$ cat src/rtl/upct_target_encoder.sv
// Turns full-PC branch targets into (upct index, lower PC, tag) via a 2-entry request FIFO and upct lookup.
// Optional same-upper-PC shortcut that skips the upct lookup: define UPCT_TARGET_ENCODER_BYPASS_EN.
module upct_target_encoder #(
  parameter int LOG_UPCT_ENTRIES = 3,
  parameter int UPPER_PC_WIDTH   = 19,
  parameter int TAG_WIDTH        = 8,
  localparam int LOWER_PC_WIDTH  = 31 - UPPER_PC_WIDTH
) (
  input  logic                        CLK,
  input  logic                        nRST,
  input  logic                        i_req_valid,
  output logic                        o_req_ready,
  input  logic [31:0]                 i_req_target_PC,
  input  logic [TAG_WIDTH-1:0]        i_req_tag,
  output logic                        o_update0_valid,
  output logic [31:0]                 o_update0_start_full_PC,
  input  logic [LOG_UPCT_ENTRIES-1:0] i_update1_upct_index,
  output logic                        o_cmp_valid,
  input  logic                        i_cmp_ready,
  output logic [LOG_UPCT_ENTRIES-1:0] o_cmp_upct_index,
  output logic [LOWER_PC_WIDTH-1:0]   o_cmp_lower_PC,
  output logic [TAG_WIDTH-1:0]        o_cmp_tag
);

  typedef enum logic [1:0] {S_IDLE, S_UPD, S_WAIT, S_OUT} state_t;

  state_t                      r_state;
  logic [31:0]                 r_fifo_pc  [2];
  logic [TAG_WIDTH-1:0]        r_fifo_tag [2];
  logic                        r_wr_ptr;
  logic                        r_rd_ptr;
  logic [1:0]                  r_count;
  logic                        r_req_ready;
  logic [LOG_UPCT_ENTRIES-1:0] r_index;
  logic                        r_update0_valid;
  logic [31:0]                 r_update0_pc;
  logic                        r_cmp_valid;
  logic [LOWER_PC_WIDTH-1:0]   r_cmp_lower;
  logic [TAG_WIDTH-1:0]        r_cmp_tag;

  logic                        w_push;
  logic                        w_pop;
  logic                        w_dispatch;
  logic [1:0]                  w_count_after_pop;
  logic [1:0]                  w_count_next;
  logic                        w_next_head_valid;
  logic [31:0]                 w_next_head_pc;
  logic [TAG_WIDTH-1:0]        w_next_head_tag;
  logic                        w_bypass_hit;
  logic [LOG_UPCT_ENTRIES-1:0] w_bypass_index;

  assign w_push            = i_req_valid & r_req_ready;
  assign w_pop             = (r_state == S_OUT) & i_cmp_ready;
  assign w_dispatch        = (r_state == S_IDLE) | w_pop;
  assign w_count_after_pop = r_count - {1'b0, w_pop};
  assign w_count_next      = w_count_after_pop + {1'b0, w_push};

  // Head as it will be after this cycle's pop/push; an empty FIFO hands over the incoming request.
  assign w_next_head_valid = (w_count_after_pop != 2'd0) | w_push;
  assign w_next_head_pc    = (w_count_after_pop != 2'd0) ? r_fifo_pc[r_rd_ptr ^ w_pop]  : i_req_target_PC;
  assign w_next_head_tag   = (w_count_after_pop != 2'd0) ? r_fifo_tag[r_rd_ptr ^ w_pop] : i_req_tag;

  always_ff @(posedge CLK or negedge nRST) begin
    if (!nRST) begin
      for (int i = 0; i < 2; i++) begin
        r_fifo_pc[i]  <= '0;
        r_fifo_tag[i] <= '0;
      end
      r_wr_ptr    <= 1'b0;
      r_rd_ptr    <= 1'b0;
      r_count     <= 2'd0;
      r_req_ready <= 1'b0;
    end else begin
      if (w_push) begin
        r_fifo_pc[r_wr_ptr]  <= i_req_target_PC;
        r_fifo_tag[r_wr_ptr] <= i_req_tag;
        r_wr_ptr             <= ~r_wr_ptr;
      end
      if (w_pop) begin
        r_rd_ptr <= ~r_rd_ptr;
      end
      r_count     <= w_count_next;
      // Registered from the post-update count, so a pop never frees the slot within the same cycle.
      r_req_ready <= (w_count_next != 2'd2);
    end
  end

`ifdef UPCT_TARGET_ENCODER_BYPASS_EN
  logic [UPPER_PC_WIDTH-1:0]   r_last_upper;
  logic [LOG_UPCT_ENTRIES-1:0] r_last_index;
  logic                        r_last_valid;

  always_ff @(posedge CLK or negedge nRST) begin
    if (!nRST) begin
      r_last_upper <= '0;
      r_last_index <= '0;
      r_last_valid <= 1'b0;
    end else if (r_state == S_WAIT) begin
      r_last_upper <= r_fifo_pc[r_rd_ptr][31:32-UPPER_PC_WIDTH];
      r_last_index <= i_update1_upct_index;
      r_last_valid <= 1'b1;
    end
  end

  assign w_bypass_hit   = r_last_valid & (w_next_head_pc[31:32-UPPER_PC_WIDTH] == r_last_upper);
  assign w_bypass_index = r_last_index;
`else
  assign w_bypass_hit   = 1'b0;
  assign w_bypass_index = '0;
`endif

  always_ff @(posedge CLK or negedge nRST) begin
    if (!nRST) begin
      r_state         <= S_IDLE;
      r_index         <= '0;
      r_update0_valid <= 1'b0;
      r_update0_pc    <= '0;
      r_cmp_valid     <= 1'b0;
      r_cmp_lower     <= '0;
      r_cmp_tag       <= '0;
    end else begin
      r_update0_valid <= 1'b0;
      r_update0_pc    <= '0;
      unique case (r_state)
        S_UPD: begin
          r_state <= S_WAIT;
        end
        S_WAIT: begin
          r_index     <= i_update1_upct_index;
          r_cmp_valid <= 1'b1;
          r_cmp_lower <= r_fifo_pc[r_rd_ptr][LOWER_PC_WIDTH:1];
          r_cmp_tag   <= r_fifo_tag[r_rd_ptr];
          r_state     <= S_OUT;
        end
        default: begin
          // IDLE, or OUT being accepted: pick the path for the next head; OUT otherwise holds.
          if (w_dispatch) begin
            r_cmp_valid <= 1'b0;
            r_index     <= '0;
            r_cmp_lower <= '0;
            r_cmp_tag   <= '0;
            if (!w_next_head_valid) begin
              r_state <= S_IDLE;
            end else if (w_bypass_hit) begin
              r_state     <= S_OUT;
              r_index     <= w_bypass_index;
              r_cmp_valid <= 1'b1;
              r_cmp_lower <= w_next_head_pc[LOWER_PC_WIDTH:1];
              r_cmp_tag   <= w_next_head_tag;
            end else begin
              r_state         <= S_UPD;
              r_update0_valid <= 1'b1;
              r_update0_pc    <= w_next_head_pc;
            end
          end
        end
      endcase
    end
  end

  assign o_req_ready             = r_req_ready;
  assign o_update0_valid         = r_update0_valid;
  assign o_update0_start_full_PC = r_update0_pc;
  assign o_cmp_valid             = r_cmp_valid;
  assign o_cmp_upct_index        = r_index;
  assign o_cmp_lower_PC          = r_cmp_lower;
  assign o_cmp_tag               = r_cmp_tag;

endmodule
$ cat config.mk
export PLATFORM = sky130hd
export DESIGN_NAME = upct_target_encoder
export DESIGN_NICKNAME = d
export VERILOG_FILES = /design/src/rtl/upct_target_encoder.sv
export SDC_FILE = /design/constraint.sdc
export NUM_CORES = 1
export LEC_CHECK = 0
export BUFFER_PORTS_ARGS = -buffer_cell sky130_fd_sc_hd__buf_2
export CAP_MARGIN = 40
export CORE_MARGIN = 3
export CORE_UTILIZATION = 57
export CTS_CLUSTER_DIAMETER = 100
export DETAILED_ROUTE_END_ITERATION = 10
export PLACE_DENSITY = 0.83
export SLEW_MARGIN = 20
export SYNTH_ARGS = -nofsm -noshare
export SYNTH_HDL_FRONTEND = slang
export SYNTH_SLANG_ARGS = --single-unit
$ cat constraint.sdc
create_clock -name CLK -period 2.3 [get_ports CLK]
set_input_delay 0.46 -clock CLK [delete_from_list [all_inputs] [get_ports CLK]]
set_output_delay 0.46 -clock CLK [all_outputs]
set_load 0.01 [all_outputs]
==> results_dict.tcl <==
set metrics [dict create \
    status "finished, violations left" \
    final_cell_mix "dfrtp_1 (144), buf_2 (103), mux2_1 (80)" \
    cp.required_ps 2600 \
    ys_seq_area_share_pct 54.40 \
    drv_cap 0 \
    syn_nets 592 \
    worst_slew_pin_slew_ps 624.1 \
    p_per_area_nw_per_um2 1597 \
    reg2reg_depth 7 \
    netlist_instances 540 \
    hold_viol_final 5 \
    crit_start "r_state[0]$_DFFE_PN0P_" \
    setup_viol 0 \
    clk_pin_slew_ps 60 \
    leakagePower_nw 4.094 \
    cp_max_fo 36 \
    ff2ff_setup_slack_ps 200 \
    coreArea_sq_um 11080 \
    violations "hold timing" \
    p_total_mw 12.68 \
    ys_top_cells_by_area "dfrtp_1 (54%), mux2_1 (14%), nand3_1 (4.9%)" \
    start_util_pct 59.79 \
    grt_pass1_vias 5141 \
    worst_hold_slack_ps -0.5878 \
    internal_power_mw 8.034 \
    ir_drop_mv 1.112 \
    routed_via_density 6.288 \
    drc_errors 0 \
    rsz0062_at_grt "false" \
    grt_max_degree 56 \
    htree_levels 4 \
    die_h_microns 113.8 \
    maxSlewHeadroom_pct 58.39 \
    drive_above_1_share_pct 25.90 \
    drv_slew 0 \
    wl_mm 16.00 \
    cts_made_buffers 17 \
    yosysWarnings 0 \
    antenna_found_initial 0 \
    clk_latency_ps 420 \
    drt_iter0_markers 365 \
    clock-skew-final_ps 10.82 \
    cts-root-buf "clkbuf_16" \
    critical_path_class "flip-flop to flip-flop" \
    fin_crit_sh_pct 91.22 \
    seqPwrFrac_pct 34.7 \
    synth.distinct_cells 34 \
    ios 105 \
    post_cts_buffers 0 \
    hp-class "primary input to asynchronous set/reset pin" \
    final_common_cell "dfrtp_1" \
    cts.path.max_buffers 2 \
    final_nets 680 \
    grt_pass1_wl_mm 25.94 \
    timing.setup.tns_ps 0 \
    synth_seq_cells 144 \
    r2r-end "o_update0_start_full_PC[24]$_DFF_PN0_" \
    arrival_ps 2400 \
    r2r_start "r_state[0]$_DFFE_PN0P_" \
    start_kind "flip-flop" \
    power.switching_mw 4.643 \
    synth_area_sq_um 6624 \
    cts_tree "built" \
    yosys.area.top_type "dfrtp_1" \
    dr.pass1.iters 5 \
    cts_resized 0 \
    fp.dieW_microns 113.8 \
    vias 4911 \
    layout_min_cycle_time_ps 2098 \
    antenna_cells 0 \
    synth_top_area_share_pct 54.40 \
    switching_share_pct 36.63 \
    num_rows 38 \
    ant_nets 0 \
    track_usage_pct 25.84 \
    combPwrFrac_pct 41.9 \
    wl_per_cell_microns 20.48 \
    overflow 0 \
    syn_area_per_cell_sq_um 12.27 \
    hold_buffers 0 \
    die-area_sq_um 12950 \
    post-dp-hpwl_mm 9.741 \
    crit_path_end_kind "flip-flop" \
    crit_path_end "o_update0_start_full_PC[24]$_DFF_PN0_" \
    placement.io_buffers 104 \
    clock-sinks 144 \
    clockPowerShare_pct 23.5 \
    syn_to_final_growth_pct 19.83 \
    place_congestion 0.7889 \
    fmax_ghz 0.4766 \
]
-- cells by family (layout without fill, tap and decap cells) --
| family | after synthesis | in the layout | synth area share, % |
|---|---|---|---|
| flip-flops | 144 | 144 | 54.40 |
| AND/OR/NAND/NOR | 131 | 131 | 10.67 |
| buffers and inverters | 59 | 160 | 4.382 |
| adder cells (fa/ha/maj) | 5 | 5 | 0.9445 |
| multiplexers | 103 | 103 | 17.11 |
| AO/OA/AOI/OAI | 95 | 95 | 11.98 |
| XOR/XNOR | 3 | 3 | 0.5101 |
-- worst min path at each step --
stage | startpoint | to | depth (start not counted)
after floorplan | nRST | o_cmp_lower_PC[0]$_DFFE_PN0P_ | 0
after global placement | nRST | o_cmp_lower_PC[6]$_DFFE_PN0P_ | 1
after detailed placement | nRST | o_cmp_lower_PC[4]$_DFFE_PN0P_ | 1
after CTS | nRST | r_fifo_pc[35]$_DFFE_PN0P_ | 1
after global routing | nRST | o_update0_start_full_PC[10]$_DFF_PN0_ | 1
final | nRST | o_cmp_lower_PC[4]$_DFFE_PN0P_ | 1
-- flip-flops by register name, summed over array words and instances, names as in the netlist, 2 cells and up --
signal / count
r_count: 2
r_state: 2
o_cmp_lower_PC: 12
o_cmp_tag: 8
o_update0_start_full_PC: 32
r_fifo_pc: 64
r_fifo_tag: 16
o_cmp_upct_index: 3
-- per-stage QoR --
stage | instances | util, % | area [sq um] | hold slack (ps) | setup slack [ps]
2_1_floorplan | 540 | - | 6624 | 164.4 | 224.8
3_3_place_gp | 749 | 65.82 | 7292 | 442.0 | 122.7
3_5_place_dp | 749 | 65.82 | 7292 | 453.9 | 70.96
4_1_cts | 781 | 71.64 | 7936 | 7.494 | 49.65
5_1_grt | 781 | 71.65 | 7938 | 23.04 | 88.93
6_report | 781 | 71.65 | 7938 | -0.5878 | 201.9
-- power by group through the flow --
stage | Sequential, mW | Combinational, mW | Clock (mW)
3_3_place_gp | 4.34 | 5.02 | 0
5_1_grt | 4.52 | 5.77 | 3.12
4_1_cts | 4.39 | 5.31 | 3.01
3_5_place_dp | 4.40 | 5.27 | 0
6_report | 4.40 | 5.31 | 2.97
2_1_floorplan | 4.43 | 3.52 | 0
-- Yosys cell counts, drive strengths merged --
cell,number
a21bo,1
xnor2,2
a32o,1
a21boi,33
o21bai,1
mux2,82
ha,5
a21oi,2
inv,4
and3,32
dfrtp,144
nor3,21
or2,1
a22oi,1
nor2,1
buf,23
clkbuf,32
xor2,1
nand2,4
nand3,65
nor3b,3
nor2b,1
mux2i,21
o311a,32
and2,2
nand3b,1
a21o,24
-- area by class of cell --
cell class,instances,area [sq um]
inverter,4,15.01
clock buffer,20,456.7
multi-input combinational,337,2760
sequential,144,3603
clock inverter,12,187.7
tap,140,175.2
fill,755,3141
timing repair buffer,124,739.5
-- worst max-delay path, cell delays in order (launching register included) --
cell,delay [ps]
dfrtp_1,400
ha_1,240
and2_1,170
ha_1,230
xnor2_4,170
buf_4,420
nand3_1,160
o311a_1,170
-- per-layer routing --
layer	track usage (%)	routed length, microns	vias up
met5	0	0	-
li1	-	-	2164
met2	41.07	8094	204
met3	6.578	1031	31
met4	12.75	315	0
met1	33.16	6557	2512
Power figures use the tool's default switching activity.
